$ cat src/rtl/sdram_pro_traffic_gen.sv
// -----------------------------------------------------------------------------
// sdram_pro_traffic_gen
//
// Single-clock traffic source/sink for the SDRAM FIFO controller top. A run
// pushes TOTAL_WORDS pattern words into the write FIFO. It waits for the write
// FIFO to empty and then for DRAIN_CYC further cycles. It then enables SDRAM
// reads, pops the read FIFO and compares every returned word against the same
// pattern sequence.
//
// Optional build macro: TRAFFIC_GEN_LFSR_EN
//   defined   : pattern is a 16-bit Fibonacci LFSR (x^16+x^14+x^13+x^11+1);
//               a zero SEED is replaced by 16'h0001
//   undefined : pattern increments by one, modulo 2^16
//
// Ports:
//   sys_clk          system clock, all logic on the rising edge
//   sys_rst_n        synchronous active-low reset
//   start            one-cycle pulse, begins a run from IDLE or DONE
//   init_end         SDRAM initialisation complete; a fall mid-run aborts it
//   wr_fifo_num      write FIFO fill level
//   wr_fifo_wr_req   write FIFO push
//   wr_fifo_wr_data  write FIFO data, valid with wr_fifo_wr_req
//   rd_fifo_num      read FIFO fill level
//   rd_fifo_rd_req   read FIFO pop
//   rd_fifo_rd_data  read FIFO data, valid the cycle after rd_fifo_rd_req
//   read_valid       SDRAM read enable to the controller
//   busy             run in progress
//   done             run finished, held until the next start or reset
//   pass             valid with done; 1 when no mismatch was seen
//   err_cnt          saturating mismatch count
// -----------------------------------------------------------------------------
module sdram_pro_traffic_gen #(
   parameter int          TOTAL_WORDS = 1024,
   parameter int          FIFO_HIGH   = 512,
   parameter int          DRAIN_CYC   = 64,
   parameter logic [15:0] SEED        = 16'h0001
) (
   input  logic        sys_clk,
   input  logic        sys_rst_n,
   input  logic        start,
   input  logic        init_end,
   input  logic [9:0]  wr_fifo_num,
   output logic        wr_fifo_wr_req,
   output logic [15:0] wr_fifo_wr_data,
   input  logic [9:0]  rd_fifo_num,
   output logic        rd_fifo_rd_req,
   input  logic [15:0] rd_fifo_rd_data,
   output logic        read_valid,
   output logic        busy,
   output logic        done,
   output logic        pass,
   output logic [15:0] err_cnt
);

   typedef enum logic [2:0] {
      S_IDLE, S_WAIT_INIT, S_WRITE, S_DRAIN, S_READ, S_CHECK_TAIL, S_DONE
   } state_t;

   localparam logic [16:0] LP_TOTAL      = 17'(TOTAL_WORDS);
   localparam logic [10:0] LP_HIGH       = 11'(FIFO_HIGH);
   localparam logic [16:0] LP_DRAIN_LAST = (DRAIN_CYC > 1) ? 17'(DRAIN_CYC - 1) : 17'd0;
`ifdef TRAFFIC_GEN_LFSR_EN
   // An all-zero LFSR never leaves zero.
   localparam logic [15:0] LP_SEED = (SEED == 16'h0000) ? 16'h0001 : SEED;
`else
   localparam logic [15:0] LP_SEED = SEED;
`endif

   // Shared by the write and read sides so both walk the same sequence.
   function automatic logic [15:0] f_next_pat(input logic [15:0] cur);
`ifdef TRAFFIC_GEN_LFSR_EN
      return {cur[14:0], cur[15] ^ cur[13] ^ cur[12] ^ cur[10]};
`else
      return cur + 16'd1;
`endif
   endfunction

   state_t      r_state,     w_state_nxt;
   logic [16:0] r_wr_cnt,    w_wr_cnt_nxt;
   logic [16:0] r_rd_cnt,    w_rd_cnt_nxt;
   logic [16:0] r_drain_cnt, w_drain_cnt_nxt;
   logic [15:0] r_wr_pat,    w_wr_pat_nxt;
   logic [15:0] r_rd_pat,    w_rd_pat_nxt;
   logic [15:0] r_err_cnt,   w_err_cnt_nxt;
   logic        r_rd_req_d;  // pop issued last cycle == read data valid now

   logic w_active;
   logic w_abort;
   logic w_wr_req;
   logic w_rd_room;
   logic w_rd_req;

   assign w_active = (r_state == S_WRITE) || (r_state == S_DRAIN) ||
                     (r_state == S_READ)  || (r_state == S_CHECK_TAIL);
   assign w_abort  = w_active && !init_end;

   // Requests are gated by init_end directly so an abort silences them in the
   // very cycle the fall is seen.
   assign w_wr_req = (r_state == S_WRITE) && init_end &&
                     ({1'b0, wr_fifo_num} < LP_HIGH) && (r_wr_cnt < LP_TOTAL);

   // rd_fifo_num does not yet reflect last cycle's pop, so a level of one
   // only allows a pop if nothing was popped last cycle.
   assign w_rd_room = (rd_fifo_num >= 10'd2) || ((rd_fifo_num == 10'd1) && !r_rd_req_d);
   assign w_rd_req  = (r_state == S_READ) && init_end && (r_rd_cnt < LP_TOTAL) && w_rd_room;

   always_comb begin
      // NOTE: every variable gets a default first so no path infers a latch.
      w_state_nxt     = r_state;
      w_wr_cnt_nxt    = r_wr_cnt;
      w_rd_cnt_nxt    = r_rd_cnt;
      w_drain_cnt_nxt = r_drain_cnt;
      w_wr_pat_nxt    = r_wr_pat;
      w_rd_pat_nxt    = r_rd_pat;
      w_err_cnt_nxt   = r_err_cnt;

      // Check stage: one cycle behind the pop.
      if (r_rd_req_d) begin
         w_rd_pat_nxt = f_next_pat(r_rd_pat);
         if ((rd_fifo_rd_data != r_rd_pat) && (r_err_cnt != 16'hFFFF))
            w_err_cnt_nxt = r_err_cnt + 16'd1;
      end

      case (r_state)
         S_IDLE, S_DONE: begin
            if (start) begin
               w_state_nxt   = S_WAIT_INIT;
               w_wr_cnt_nxt  = '0;
               w_rd_cnt_nxt  = '0;
               w_wr_pat_nxt  = LP_SEED;
               w_rd_pat_nxt  = LP_SEED;
               w_err_cnt_nxt = '0;
            end
         end
         S_WAIT_INIT: begin
            if (init_end) begin
               w_state_nxt     = S_WRITE;
               w_drain_cnt_nxt = '0;
            end
         end
         S_WRITE: begin
            if (w_wr_req) begin
               w_wr_pat_nxt = f_next_pat(r_wr_pat);
               w_wr_cnt_nxt = r_wr_cnt + 17'd1;
               if (r_wr_cnt + 17'd1 == LP_TOTAL)
                  w_state_nxt = S_DRAIN;
            end
         end
         S_DRAIN: begin
            // The count starts on the first empty cycle and then runs freely.
            if ((r_drain_cnt != 17'd0) || (wr_fifo_num == 10'd0)) begin
               if (r_drain_cnt == LP_DRAIN_LAST)
                  w_state_nxt = S_READ;
               else
                  w_drain_cnt_nxt = r_drain_cnt + 17'd1;
            end
         end
         S_READ: begin
            if (w_rd_req) begin
               w_rd_cnt_nxt = r_rd_cnt + 17'd1;
               if (r_rd_cnt + 17'd1 == LP_TOTAL)
                  w_state_nxt = S_CHECK_TAIL;
            end
         end
         S_CHECK_TAIL: w_state_nxt = S_DONE;  // last compare lands here
         default:      w_state_nxt = S_IDLE;
      endcase

      if (w_abort)
         w_state_nxt = S_IDLE;
   end

   always_ff @(posedge sys_clk) begin
      // NOTE: reset is synchronous; it only takes effect on a rising edge.
      if (!sys_rst_n) begin
         r_state     <= S_IDLE;
         r_wr_cnt    <= '0;
         r_rd_cnt    <= '0;
         r_drain_cnt <= '0;
         r_wr_pat    <= LP_SEED;
         r_rd_pat    <= LP_SEED;
         r_err_cnt   <= '0;
         r_rd_req_d  <= 1'b0;
      end else begin
         // NOTE: non-blocking assignments so every register samples pre-edge values.
         r_state     <= w_state_nxt;
         r_wr_cnt    <= w_wr_cnt_nxt;
         r_rd_cnt    <= w_rd_cnt_nxt;
         r_drain_cnt <= w_drain_cnt_nxt;
         r_wr_pat    <= w_wr_pat_nxt;
         r_rd_pat    <= w_rd_pat_nxt;
         r_err_cnt   <= w_err_cnt_nxt;
         r_rd_req_d  <= w_rd_req;
      end
   end

   assign wr_fifo_wr_req  = w_wr_req;
   assign wr_fifo_wr_data = w_wr_req ? r_wr_pat : 16'h0000;
   assign rd_fifo_rd_req  = w_rd_req;
   assign read_valid      = (r_state == S_READ) && init_end;
   assign busy            = w_active || (r_state == S_WAIT_INIT);
   assign done            = (r_state == S_DONE);
   assign pass            = (r_state == S_DONE) && (r_err_cnt == 16'h0000);
   assign err_cnt         = r_err_cnt;

endmodule

$ cat config.mk
export PLATFORM = sky130hd
export DESIGN_NAME = sdram_pro_traffic_gen
export DESIGN_NICKNAME = d
export VERILOG_FILES = /design/src/rtl/sdram_pro_traffic_gen.sv
export SDC_FILE = /design/constraint.sdc
export NUM_CORES = 1
export LEC_CHECK = 0
export CAP_MARGIN = 20
export CORE_MARGIN = 10
export CORE_UTILIZATION = 54
export DETAILED_ROUTE_END_ITERATION = 7
export PLACE_DENSITY = 0.79
export SLEW_MARGIN = 30
export SYNTH_ARGS = -nofsm -noshare
export SYNTH_HDL_FRONTEND = slang
export SYNTH_SLANG_ARGS = --single-unit
$ cat constraint.sdc
create_clock -name sys_clk -period 3.3 [get_ports sys_clk]
set_clock_uncertainty 0.15 [all_clocks]
set_input_delay 0.33 -clock sys_clk [delete_from_list [all_inputs] [get_ports sys_clk]]
set_output_delay 0.33 -clock sys_clk [all_outputs]
set_load 0.02 [all_outputs]
[Yosys cells after proc, flatten, opt, wreduce, memory -nomap -nowiden]
Index checks and enable logic that the tools add are counted.
Word-level totals
  bits of input ports: 40
  output and inout bits: 38
  logic and storage cells: 100
  memory bits (read-only): 0
  register bits after elaboration: 103
  memory bits (writable): 0
  memories kept: 0
  bits in latches: 0
Operators by class
  bitwise logic cells: 1
  reduce and logical (&&, ||, !) cells: 31
  shifts and indexed selects: 0
  eq/ne operators: 21
  magnitude comparators: 4
  $add $sub $neg: 6
  multiply operators: 0
  div/mod/pow operators: 0
  multiplexer cells: 29
Operator list (count)
  16-bit 2-to-1 mux: 10
  17-bit 2-to-1 mux: 6
  17-bit case mux with 2 select lines: 3
  17-bit by 1-bit adder with 17-bit output (second input constant): 3
  16-bit by 1-bit adder with 16-bit output (second input constant): 3
  17-bit by 11-bit == test with 1-bit output (second input constant): 2
  17-bit by 11-bit less-than comparator with 1-bit output (second input constant): 2
  16-bit case mux with 2 select lines: 1
  3-bit 2-to-1 mux: 8
  3-bit case mux with 6 select lines: 1
  17-bit by 6-bit == test with 1-bit output (second input constant): 1
  17-bit nonzero test: 1
  16-bit zero test: 1
  16-bit inequality test: 1
  16-bit inequality test (second input constant): 1
  10-bit by 1-bit == test with 1-bit output (second input constant): 1
  10-bit by 2-bit >= comparator with 1-bit output (second input constant): 1
  1-bit logical AND: 10
  10-bit zero test: 1
  10-bit less-than comparator (second input constant): 1
  2-bit inequality test (second input constant): 5
  3-bit == test (second input constant): 3
  2-bit by 1-bit inequality test with 1-bit output (second input constant): 4
  8-bit AND reduction: 1
  10 further kinds: 21

[Depth between registers and ports, before layout]
Gate-level depths: netlist of run 1.
  depth in word-level cells: 6
  mapped depth: 8
  depth with buffers taken out: 7

[Least setup slack after synthesis of run 1]
OpenSTA, ideal clock, no wires.
  kind: register -> output
  start point: reg r_state[2]
  end point: out wr_fifo_wr_data[10]
  slack: 1.096 ns
  arrival: 1.724 ns
  buffers on the path: 2
  cell stages (with the launch flop): 7
  cells stage by stage: dfxtp_1 clkbuf_4 nor4b_1 nand4_1 inv_2 clkbuf_1 and2_1
On the way
  cells in the longest elaborated chain, start to end: 5
Ends and longest elaborated chain
  start: declaration: RTL line 78  | state_t r_state, w_state_nxt;
  start signal: assignment: RTL line 186  | r_state <= w_state_nxt;
  3-bit by 2-bit == test with 1-bit output: RTL line 99  | assign w_wr_req = (r_state == S_WRITE) && init_end &&
  1-bit logical AND (2 in a row): RTL line 99
  1-bit logical AND: RTL line 100  | ({1'b0, wr_fifo_num} < LP_HIGH) && (r_wr_cnt < LP_TOTAL);
  net wr_fifo_wr_req: RTL line 43  | output logic wr_fifo_wr_req,
  16-bit 2-to-1 mux: RTL line 198  | assign wr_fifo_wr_data = w_wr_req ? r_wr_pat : 16'h0000;
  end: declaration: RTL line 44  | output logic [15:0] wr_fifo_wr_data,
The timed path passes the listed nets, and every way through them passes these cells.

[Final worst setup path of run 1]
  start point: reg r_state[1]
  end point: out wr_fifo_wr_data[10]
On the way
  cells in the longest elaborated chain, start to end: 5
Ends and longest elaborated chain (RTL line)
  3-bit by 2-bit == test with 1-bit output: 99
  1-bit logical AND (2 in a row): 99
  1-bit logical AND: 100
  16-bit 2-to-1 mux: 198
Every way passes these cells.

==> results of run 1 <==
registers in the layout, summed over array words and instances, names as in the netlist:
signal       flops
err_cnt         16
r_wr_cnt        17
r_state          3
r_rd_pat        16
r_rd_req_d       1
r_rd_cnt        17
r_wr_pat        16
r_drain_cnt     17
report_power, final:
part,leakage (nW),switching (mW),internal (mW)
Sequential,0.830,0.0164,1.25
Clock,0.0974,0.456,0.306
Combinational,1.31,0.142,0.106
Total,2.23,0.615,1.66
cell usage after synthesis, drive strengths merged, types with 3 or more instances:
master  instances
a21boi          3
a21oi          35
a22oi           3
a311oi          3
a31oi           3
and2           25
and3           18
and4            5
buf             8
clkbuf         24
dfxtp         103
ha             10
inv            18
mux2i           4
nand2          49
nand3          38
nand3b          6
nand4          32
nor2           85
nor2b           4
nor3           17
nor3b           3
nor4           22
o211ai          3
o21a            3
o21ai          26
o31ai          10
or3            11
or4            10
xnor2          43
xor2           27
kinds of logic (layout without fill, tap and decap cells):
group,count (synthesis),in the layout,synth area share (%)
simple gates,337,337,32.5
compound gates,104,104,11.9
flops,103,103,37.3
xor+xnor,70,70,11.1
buf+inv,50,119,3.92
fa+ha+maj,11,11,2.45
mux,4,4,0.725
path summary, 6_finish.rpt:
check	start	to	slack, ns	cells past startpoint
max	r_state[1]$_SDFFE_PP0P_	wr_fifo_wr_data[10]	0.19	5
min	r_rd_cnt[14]$_SDFFE_PN0P_	r_rd_cnt[14]$_SDFFE_PN0P_	0.33	1
max reg2reg	r_state[2]$_SDFFE_PP0P_	r_rd_cnt[1]$_SDFFE_PN0P_	0.56	7
min reg2reg	r_rd_cnt[14]$_SDFFE_PN0P_	r_rd_cnt[14]$_SDFFE_PN0P_	0.33	1
worst max-delay path, cell delays in order, from the launching register on:
cell and delay, ns:
dfxtp_1 0.53, nor4b_1 0.29, nand4_1 0.17, inv_2 0.43, and2_1 0.22, clkdlybuf4s50_1 0.61
metal layers:
metal  GRT usage, %  share of wire [%]  vias to the layer above
li1               -                  -                     2556
met1           22.9                 45                     2397
met2           31.6                 47                      157
met3           6.05                7.6                       11
met4           6.03                1.0                        0
met5              0                  0                        -
area by class of cell:
type	instances	area, µm²	area share [%]
inverters	18	67.6	1.03
flip-flops and latches	103	2060	31.4
clock buffers	10	138	2.10
repair buffers	85	831	12.7
clock inverters	6	52.6	0.801
well taps	133	166	2.54
multi-input cells	526	3240	49.4
==> results.py, run 1 <==
metrics = {
    "cells_and_area": {
        "diodes": 0,
        "fillCellCount": 824,
        "stdcell_count": 881,
        "drive_above_1_share_pct": 5.35,
        "final_common_cell": "dfxtp_1",
        "area_delta_synth_final_pct": 18.8,
        "nNetsFinal": 793,
        "final_cell_mix": "dfxtp_1 (103), nor2_1 (84), clkdlybuf4s50_1 (77)",
        "stdcell_area_mm2": 0.00656,
        "final_util_pct": 66.5,
    },
    "route": {
        "drtIter0Drc": 406,
        "wire_per_inst_um": 15.7,
        "finalWirelength_mm": 13.8,
        "vias_per_cell": 5.81,
        "drc": 0,
        "dr.pass1.iters": 5,
        "vias": 5121,
        "ant_nets": 0,
    },
    "grt": {
        "grt_pass1_vias": 5172,
        "grt_usage_pct": 19.1,
        "gr-total-overflow": 0,
        "grt_start_max_net_pins": 35,
        "grt_first_pass_wirelength_mm": 23.8,
        "grt_antenna_before_repair": 0,
    },
    "sta": {
        "timing.final.max_slew_violations": 0,
        "maxSlewHeadroom_pct": 57.2,
        "fin_setup_tns_ns": 0,
        "final-hold-violation-count": 0,
        "rsz0062_at_grt": "false",
        "layout_setup_ws_ns": 0.193,
        "hold_slack_ns": 0.334,
        "clock.fmax_mhz": 322,
        "period_share_pct": 94.2,
        "max_slew.worst_pin.slew_ns": 0.640,
        "setup-violations-final": 0,
        "period_minus_slack_ns": 3.11,
    },
    "place": {
        "dp.final_hpwl_mm": 9.99,
        "numPortBuffers": 77,
        "place_inst": 865,
        "placed_cell_area_mm2": 0.00637,
        "gp_congestion": 0.896,
        "place_ws_ns": 0.436,
    },
    "synth": {
        "synth_top_area_share_pct": 37.3,
        "synth_area_mm2": 0.00552,
        "ys_warn_count": 0,
        "synth_top_cell_by_area": "dfxtp_1",
        "ys_top_cells_by_area": "dfxtp_1 (37%), xnor2_1 (6.8%), nor2_1 (5.7%)",
        "async_reset_ff_share_pct": 0,
        "ys_seq_area_share_pct": 37.3,
        "synth_cells": 679,
        "ys_seq_elements": 103,
        "yosys.cell_types.count": 64,
        "synth_flop_cell": "dfxtp_1",
        "syn_avg_cell_area_um2": 8.13,
        "synth-edff-count": 0,
        "syn_nets": 729,
    },
    "setup_path": {
        "startpoint_type": "flop",
        "critical_path_required_ns": 2.82,
        "end_kind": "output port",
        "arrival_ns": 2.63,
        "critical_path_class": "flop to output port",
        "worstPathMaxFanout": 34,
    },
    "clock_tree": {
        "post_cts_buffers": 0,
        "path_clk_slew_ns": 0.11,
        "cts-htree-levels": 3,
        "clock_path_buffers": 2,
        "post_cts_resize_count": 0,
        "clock_latency_ns": 0.37,
        "cts_tree": "built",
        "hold_buffers": 0,
        "cts_sinks": 103,
        "numCtsBuffers": 9,
        "cts_root_buffer": "clkbuf_8",
    },
    "power_and_ir_drop": {
        "total_power_mw": 2.28,
        "power_density_mw_per_mm2": 347,
        "vdd_ir_drop_max_mv": 0.242,
        "cellLeakagePower_nw": 2.23,
    },
    "floorplanning": {
        "io_pins": 78,
        "placementRows": 36,
        "core_area_mm2": 0.00986,
        "die_x_um": 121,
        "dieArea_mm2": 0.0147,
        "dieHeight_um": 121,
        "start_util_pct": 56.0,
    },
    "job": {
        "cap_violations": 0,
    },
    "status": {
        "status": "finished clean",
    },
    "hold_path": {
        "hp-class": "flop to flop",
    },
}
(Power assumes the default switching activity.)
==> run 2: changes to the inputs <==
--- a/config.mk
+++ b/config.mk
@@ -9,7 +9,7 @@
 export CORE_MARGIN = 10
 export CORE_UTILIZATION = 54
 export DETAILED_ROUTE_END_ITERATION = 7
-export PLACE_DENSITY = 0.79
+export PLACE_DENSITY = 0.76
 export SLEW_MARGIN = 30
 export SYNTH_ARGS = -nofsm -noshare
 export SYNTH_HDL_FRONTEND = slang
==> run 2 against run 1 <==
Clock power up 17%. Combinational power down 2%. First-iteration DRC count up 15%. Largest cell class unchanged. Die area unchanged. Critical path depth unchanged. Fmax up 0.11%. Sequential cell count unchanged. Power up 5.6%. Sequential share of layout area down 0.17 points. Wire length down 0.32%. Clock-buffer cell count down 1. Register-to-register slack worse by 0.03 ns.
==> results.py, run 2 (synthesis results as in run 1) <==
metrics = {
    "floorplanning": {
        "core_area_mm2": 0.00986,
        "dieArea_mm2": 0.0147,
        "die_x_um": 121,
        "placementRows": 36,
        "start_util_pct": 56.0,
        "io_pins": 78,
        "dieHeight_um": 121,
    },
    "power_and_ir_drop": {
        "power_density_mw_per_mm2": 365,
        "vdd_ir_drop_max_mv": 0.192,
        "p_switching_mw": 0.614,
        "p_comb_share_pct": 10.2,
        "netSwitchingFraction_pct": 25.5,
        "cellLeakagePower_nw": 2.25,
        "sequentialPowerShare_pct": 52.7,
        "clockPowerShare_pct": 37.1,
        "internal_power_mw": 1.79,
    },
    "cells_and_area": {
        "nNetsFinal": 793,
        "drive_above_1_share_pct": 5.35,
        "final_cell_mix": "dfxtp_1 (103), nor2_1 (84), clkdlybuf4s50_1 (77)",
        "fillCellCount": 807,
        "largestRegisters": "r_drain_cnt x17, r_rd_cnt x17, r_wr_cnt x17",
        "stdcell_area_mm2": 0.00660,
        "area_delta_synth_final_pct": 19.4,
        "diodes": 0,
        "final_common_cell": "dfxtp_1",
    },
    "hold_path": {
        "hp-class": "flop to flop",
    },
    "clock_tree": {
        "cts_tree": "built",
        "numCtsBuffers": 9,
        "cts-htree-levels": 3,
        "clock_path_buffers": 2,
        "path_clk_slew_ns": 0.10,
        "cts_root_buffer": "clkbuf_8",
        "clock_latency_ns": 0.38,
        "post_cts_resize_count": 0,
        "hold_buffers": 0,
        "post_cts_buffers": 0,
        "cts_sinks": 103,
    },
    "route": {
        "dr.pass1.iters": 5,
        "met3WireLength_um": 978,
        "drtIter0Drc": 467,
        "ant_nets": 0,
        "vias": 5093,
        "wl_met2_mm": 6.51,
        "drc": 0,
        "highest-signal-layer": "met4",
        "vias_per_cell": 5.78,
        "finalWirelength_mm": 13.8,
        "wire_per_inst_um": 15.6,
        "drt-met1-wl_mm": 6.10,
    },
    "sta": {
        "clock.fmax_mhz": 322,
        "timing.final.max_slew_violations": 0,
        "max_slew.worst_pin.slew_ns": 0.598,
        "period_minus_slack_ns": 3.10,
        "rsz0062_at_grt": "false",
        "period_share_pct": 94.0,
        "final-hold-violation-count": 0,
        "setup-violations-final": 0,
        "maxSlewHeadroom_pct": 59.8,
        "fin_setup_tns_ns": 0,
    },
    "setup_path": {
        "startpoint_type": "flop",
        "crit_buf_inv": 2,
        "crit_family": "simple AND/OR/NAND/NOR gates",
        "worstPathCellList": "or3b_1 -> nor2_2 -> nand4_2 -> inv_2 -> clkdlybuf4s50_1",
        "worstPathMaxFanout": 12,
        "slowest_delay_ns": 0.62,
        "critical_path_required_ns": 2.82,
        "critical_path_class": "flop to output port",
        "arrival_ns": 2.62,
        "crit_slowest_cell": "clkdlybuf4s50_1",
        "end_kind": "output port",
    },
    "grt": {
        "grt_antenna_before_repair": 0,
        "gr-total-overflow": 0,
        "grt_start_max_net_pins": 32,
        "grt_first_pass_wirelength_mm": 22.9,
        "grt_pass1_vias": 4920,
        "grt_usage_pct": 18.6,
    },
    "job": {
        "cap_violations": 0,
    },
    "status": {
        "status": "finished clean",
    },
    "place": {
        "dp.final_hpwl_mm": 9.92,
        "placed_cell_area_mm2": 0.00637,
        "numPortBuffers": 77,
        "gp_congestion": 0.861,
    },
}
==> run 2: final timing paths <==
| path | from | slack (ns) | cells after the start | to |
|---|---|---|---|---|
| setup reg to reg | r_state[2]$_SDFFE_PP0P_ | 0.53 | 7 | r_rd_cnt[1]$_SDFFE_PN0P_ |
| hold / removal | r_rd_cnt[14]$_SDFFE_PN0P_ | 0.32 | 1 | r_rd_cnt[14]$_SDFFE_PN0P_ |
| setup / recovery | r_state[2]$_SDFFE_PP0P_ | 0.20 | 5 | rd_fifo_rd_req |
| hold reg to reg | r_rd_cnt[14]$_SDFFE_PN0P_ | 0.32 | 1 | r_rd_cnt[14]$_SDFFE_PN0P_ |
==> run 2: area by class of cell <==
class	instances	area, µm²	share of cell area [%]
well taps	133	166	2.52
multi-input cells	526	3240	49.2
repair buffers	85	831	12.6
inverters	18	67.6	1.02
flip-flops and latches	103	2060	31.3
clock buffers	9	124	1.88
clock inverters	7	101	1.54
==> run 2: metal layers <==
layer  up-vias  global-route usage [%]
li1       2547                       -
met1      2362                    22.2
met2       164                    31.2
met3        20                    5.72
met4         0                    5.88
met5         -                       0
==> run 2: stage by stage <==
stage | total power [mW] | std cells | utilization, % | setup slack [ns] | hold slack (ns)
floorplan | 1.44 | 679 | - | 1.10 | 0.281
global placement | 1.53 | 865 | 64.6 | 0.591 | 0.298
detailed placement | 1.54 | 865 | 64.6 | 0.553 | 0.304
CTS | 2.43 | 881 | 66.9 | 0.181 | 0.328
global route | 2.50 | 881 | 66.9 | 0.0467 | 0.350
finish | 2.41 | 881 | 66.9 | 0.196 | 0.323
==> run 2: power by group through the flow <==
| stage | sequential [mW] | combinational, mW | clock [mW] |
|---|---|---|---|
| CTS | 1.27 | 0.246 | 0.914 |
| floorplan | 1.28 | 0.154 | 0 |
| detailed placement | 1.30 | 0.244 | 0 |
| finish | 1.27 | 0.244 | 0.892 |
| global placement | 1.30 | 0.239 | 0 |
| global route | 1.27 | 0.269 | 0.962 |
==> run 3: changes to the inputs <==
--- a/config.mk
+++ b/config.mk
@@ -6,6 +6,7 @@
 export NUM_CORES = 1
 export LEC_CHECK = 0
 export CAP_MARGIN = 20
+export CORE_ASPECT_RATIO = 1.1
 export CORE_MARGIN = 10
 export CORE_UTILIZATION = 54
 export DETAILED_ROUTE_END_ITERATION = 7
==> run 3 against run 2 <==
Sequential share of layout area rose by 0.11 points. Via count is 0.39% higher. First-iteration DRC count is 24% lower. Utilization shrank 0.71 points. Fmax grew 0.44%. Clock-buffer cell count rose by 1. Non-clock buffer count grew 2. Hold slack improved by 0.0063 ns. Die area is essentially flat. Clock power decreased by 7.4%.
==> results.py, run 3 (synthesis results as in run 1) <==
metrics = {
    "grt": {
        "grt_usage_pct": 18.6,
        "grt_first_pass_wirelength_mm": 23.3,
        "grt_use_met1_pct": 23.3,
        "grt_pass1_vias": 4965,
        "gr-total-overflow": 0,
        "grt_start_max_net_pins": 34,
        "busiest_layer": "met2",
        "met2_usage_pct": 30.8,
        "use_met3_pct": 4.13,
        "grt_antenna_before_repair": 0,
    },
    "floorplanning": {
        "core_area_mm2": 0.00994,
        "die_x_um": 116,
        "start_util_pct": 55.6,
        "dieHeight_um": 126,
        "placementRows": 38,
        "dieArea_mm2": 0.0147,
        "io_pins": 78,
    },
    "setup_path": {
        "worstPathMaxFanout": 12,
        "worstPathCellList": "or3b_1 -> nor2_2 -> nand4_2 -> inv_2 -> clkdlybuf4s50_1",
        "crit_slowest_cell": "clkdlybuf4s50_1",
        "slowest_delay_ns": 0.62,
        "end_kind": "output port",
        "critical_path_class": "flop to output port",
        "arrival_ns": 2.61,
        "startpoint_type": "flop",
        "critical_path_required_ns": 2.82,
    },
    "place": {
        "placed_cell_area_mm2": 0.00637,
        "gp_congestion": 0.880,
        "dp.final_hpwl_mm": 9.92,
        "numPortBuffers": 77,
    },
    "route": {
        "wire_per_inst_um": 15.5,
        "vias_per_cell": 5.88,
        "vias": 5113,
        "dr.pass1.iters": 5,
        "drtIter0Drc": 353,
        "drc": 0,
        "finalWirelength_mm": 13.5,
        "ant_nets": 0,
    },
    "status": {
        "status": "finished clean",
    },
    "power_and_ir_drop": {
        "p_comb_share_pct": 11.0,
        "netSwitchingFraction_pct": 26.5,
        "internal_power_mw": 1.72,
        "power_density_mw_per_mm2": 357,
        "p_switching_mw": 0.622,
        "sequentialPowerShare_pct": 53.8,
        "clockPowerShare_pct": 35.2,
        "cellLeakagePower_nw": 2.25,
        "vdd_ir_drop_max_mv": 0.229,
        "total_power_mw": 2.35,
    },
    "sta": {
        "clock.fmax_mhz": 324,
        "period_minus_slack_ns": 3.09,
        "setup-violations-final": 0,
        "maxSlewHeadroom_pct": 37.3,
        "fin_setup_tns_ns": 0,
        "period_share_pct": 93.6,
        "timing.final.max_slew_violations": 0,
        "hold_slack_ns": 0.329,
        "rsz0062_at_grt": "false",
        "max_slew.worst_pin.slew_ns": 0.932,
        "final-hold-violation-count": 0,
    },
    "cells_and_area": {
        "area_delta_synth_final_pct": 19.0,
        "drive_above_1_share_pct": 5.47,
        "diodes": 0,
        "final_common_cell": "dfxtp_1",
        "nNetsFinal": 795,
        "stdcell_area_mm2": 0.00657,
        "final_cell_mix": "dfxtp_1 (103), nor2_1 (84), clkdlybuf4s50_1 (77)",
        "largestRegisters": "r_drain_cnt x17, r_rd_cnt x17, r_wr_cnt x17",
    },
    "clock_tree": {
        "cts_sinks": 103,
        "numCtsBuffers": 9,
        "post_cts_resize_count": 0,
        "hold_buffers": 0,
        "cts_tree": "built",
        "path_clk_slew_ns": 0.11,
        "clock_path_buffers": 2,
        "cts-htree-levels": 3,
        "post_cts_buffers": 0,
        "cts_root_buffer": "clkbuf_8",
        "clock_latency_ns": 0.37,
    },
    "job": {
        "cap_violations": 0,
    },
    "hold_path": {
        "hp-class": "flop to flop",
    },
}
-- run 3: metrics by stage --
stage,setup WS (ns),utilization [%],cells
floorplan,1.10,-,679
global placement,0.544,64.1,854
detailed placement,0.508,64.1,854
CTS,0.196,66.1,870
global route,0.0594,66.1,870
finish,0.210,66.1,870
-- run 3: critical path: cells and delay by family, from the launching register on --
family / cells / cell delay, ns
flops: 1 / 0.58
simple gates: 3 / 0.91
buf+inv: 2 / 0.75
-- run 3: layout make-up --
class                   instances  area (µm²)
repair buffers                 87         846
clock buffers                  10         128
flip-flops and latches        103        2060
multi-input cells             526        3240
clock inverters                 6        76.3
inverters                      18        67.6
well taps                     120         150
fillers                       860        3360
-- run 3: metal layers --
| layer | vias to the layer above | routed length [µm] |
|---|---|---|
| met1 | 2399 | 5990 |
| li1 | 2551 | - |
| met4 | 0 | 153 |
| met5 | - | 0 |
| met3 | 15 | 775 |
| met2 | 148 | 6600 |
-- run 3: power groups by stage --
stage	sequential (mW)	clock [mW]	combinational, mW
floorplan	1.28	0	0.154
global placement	1.29	0	0.251
detailed placement	1.29	0	0.257
CTS	1.26	0.844	0.259
global route	1.26	0.896	0.285
finish	1.26	0.826	0.258
-- run 3: final timing paths --
kind | startpoint | to | slack [ns] | depth (start not counted)
setup / recovery | r_state[2]$_SDFFE_PP0P_ | rd_fifo_rd_req | 0.21 | 5
hold / removal | r_rd_cnt[14]$_SDFFE_PN0P_ | r_rd_cnt[14]$_SDFFE_PN0P_ | 0.33 | 1
setup reg to reg | r_state[2]$_SDFFE_PP0P_ | r_rd_cnt[1]$_SDFFE_PN0P_ | 0.54 | 7
hold reg to reg | r_rd_cnt[14]$_SDFFE_PN0P_ | r_rd_cnt[14]$_SDFFE_PN0P_ | 0.33 | 1
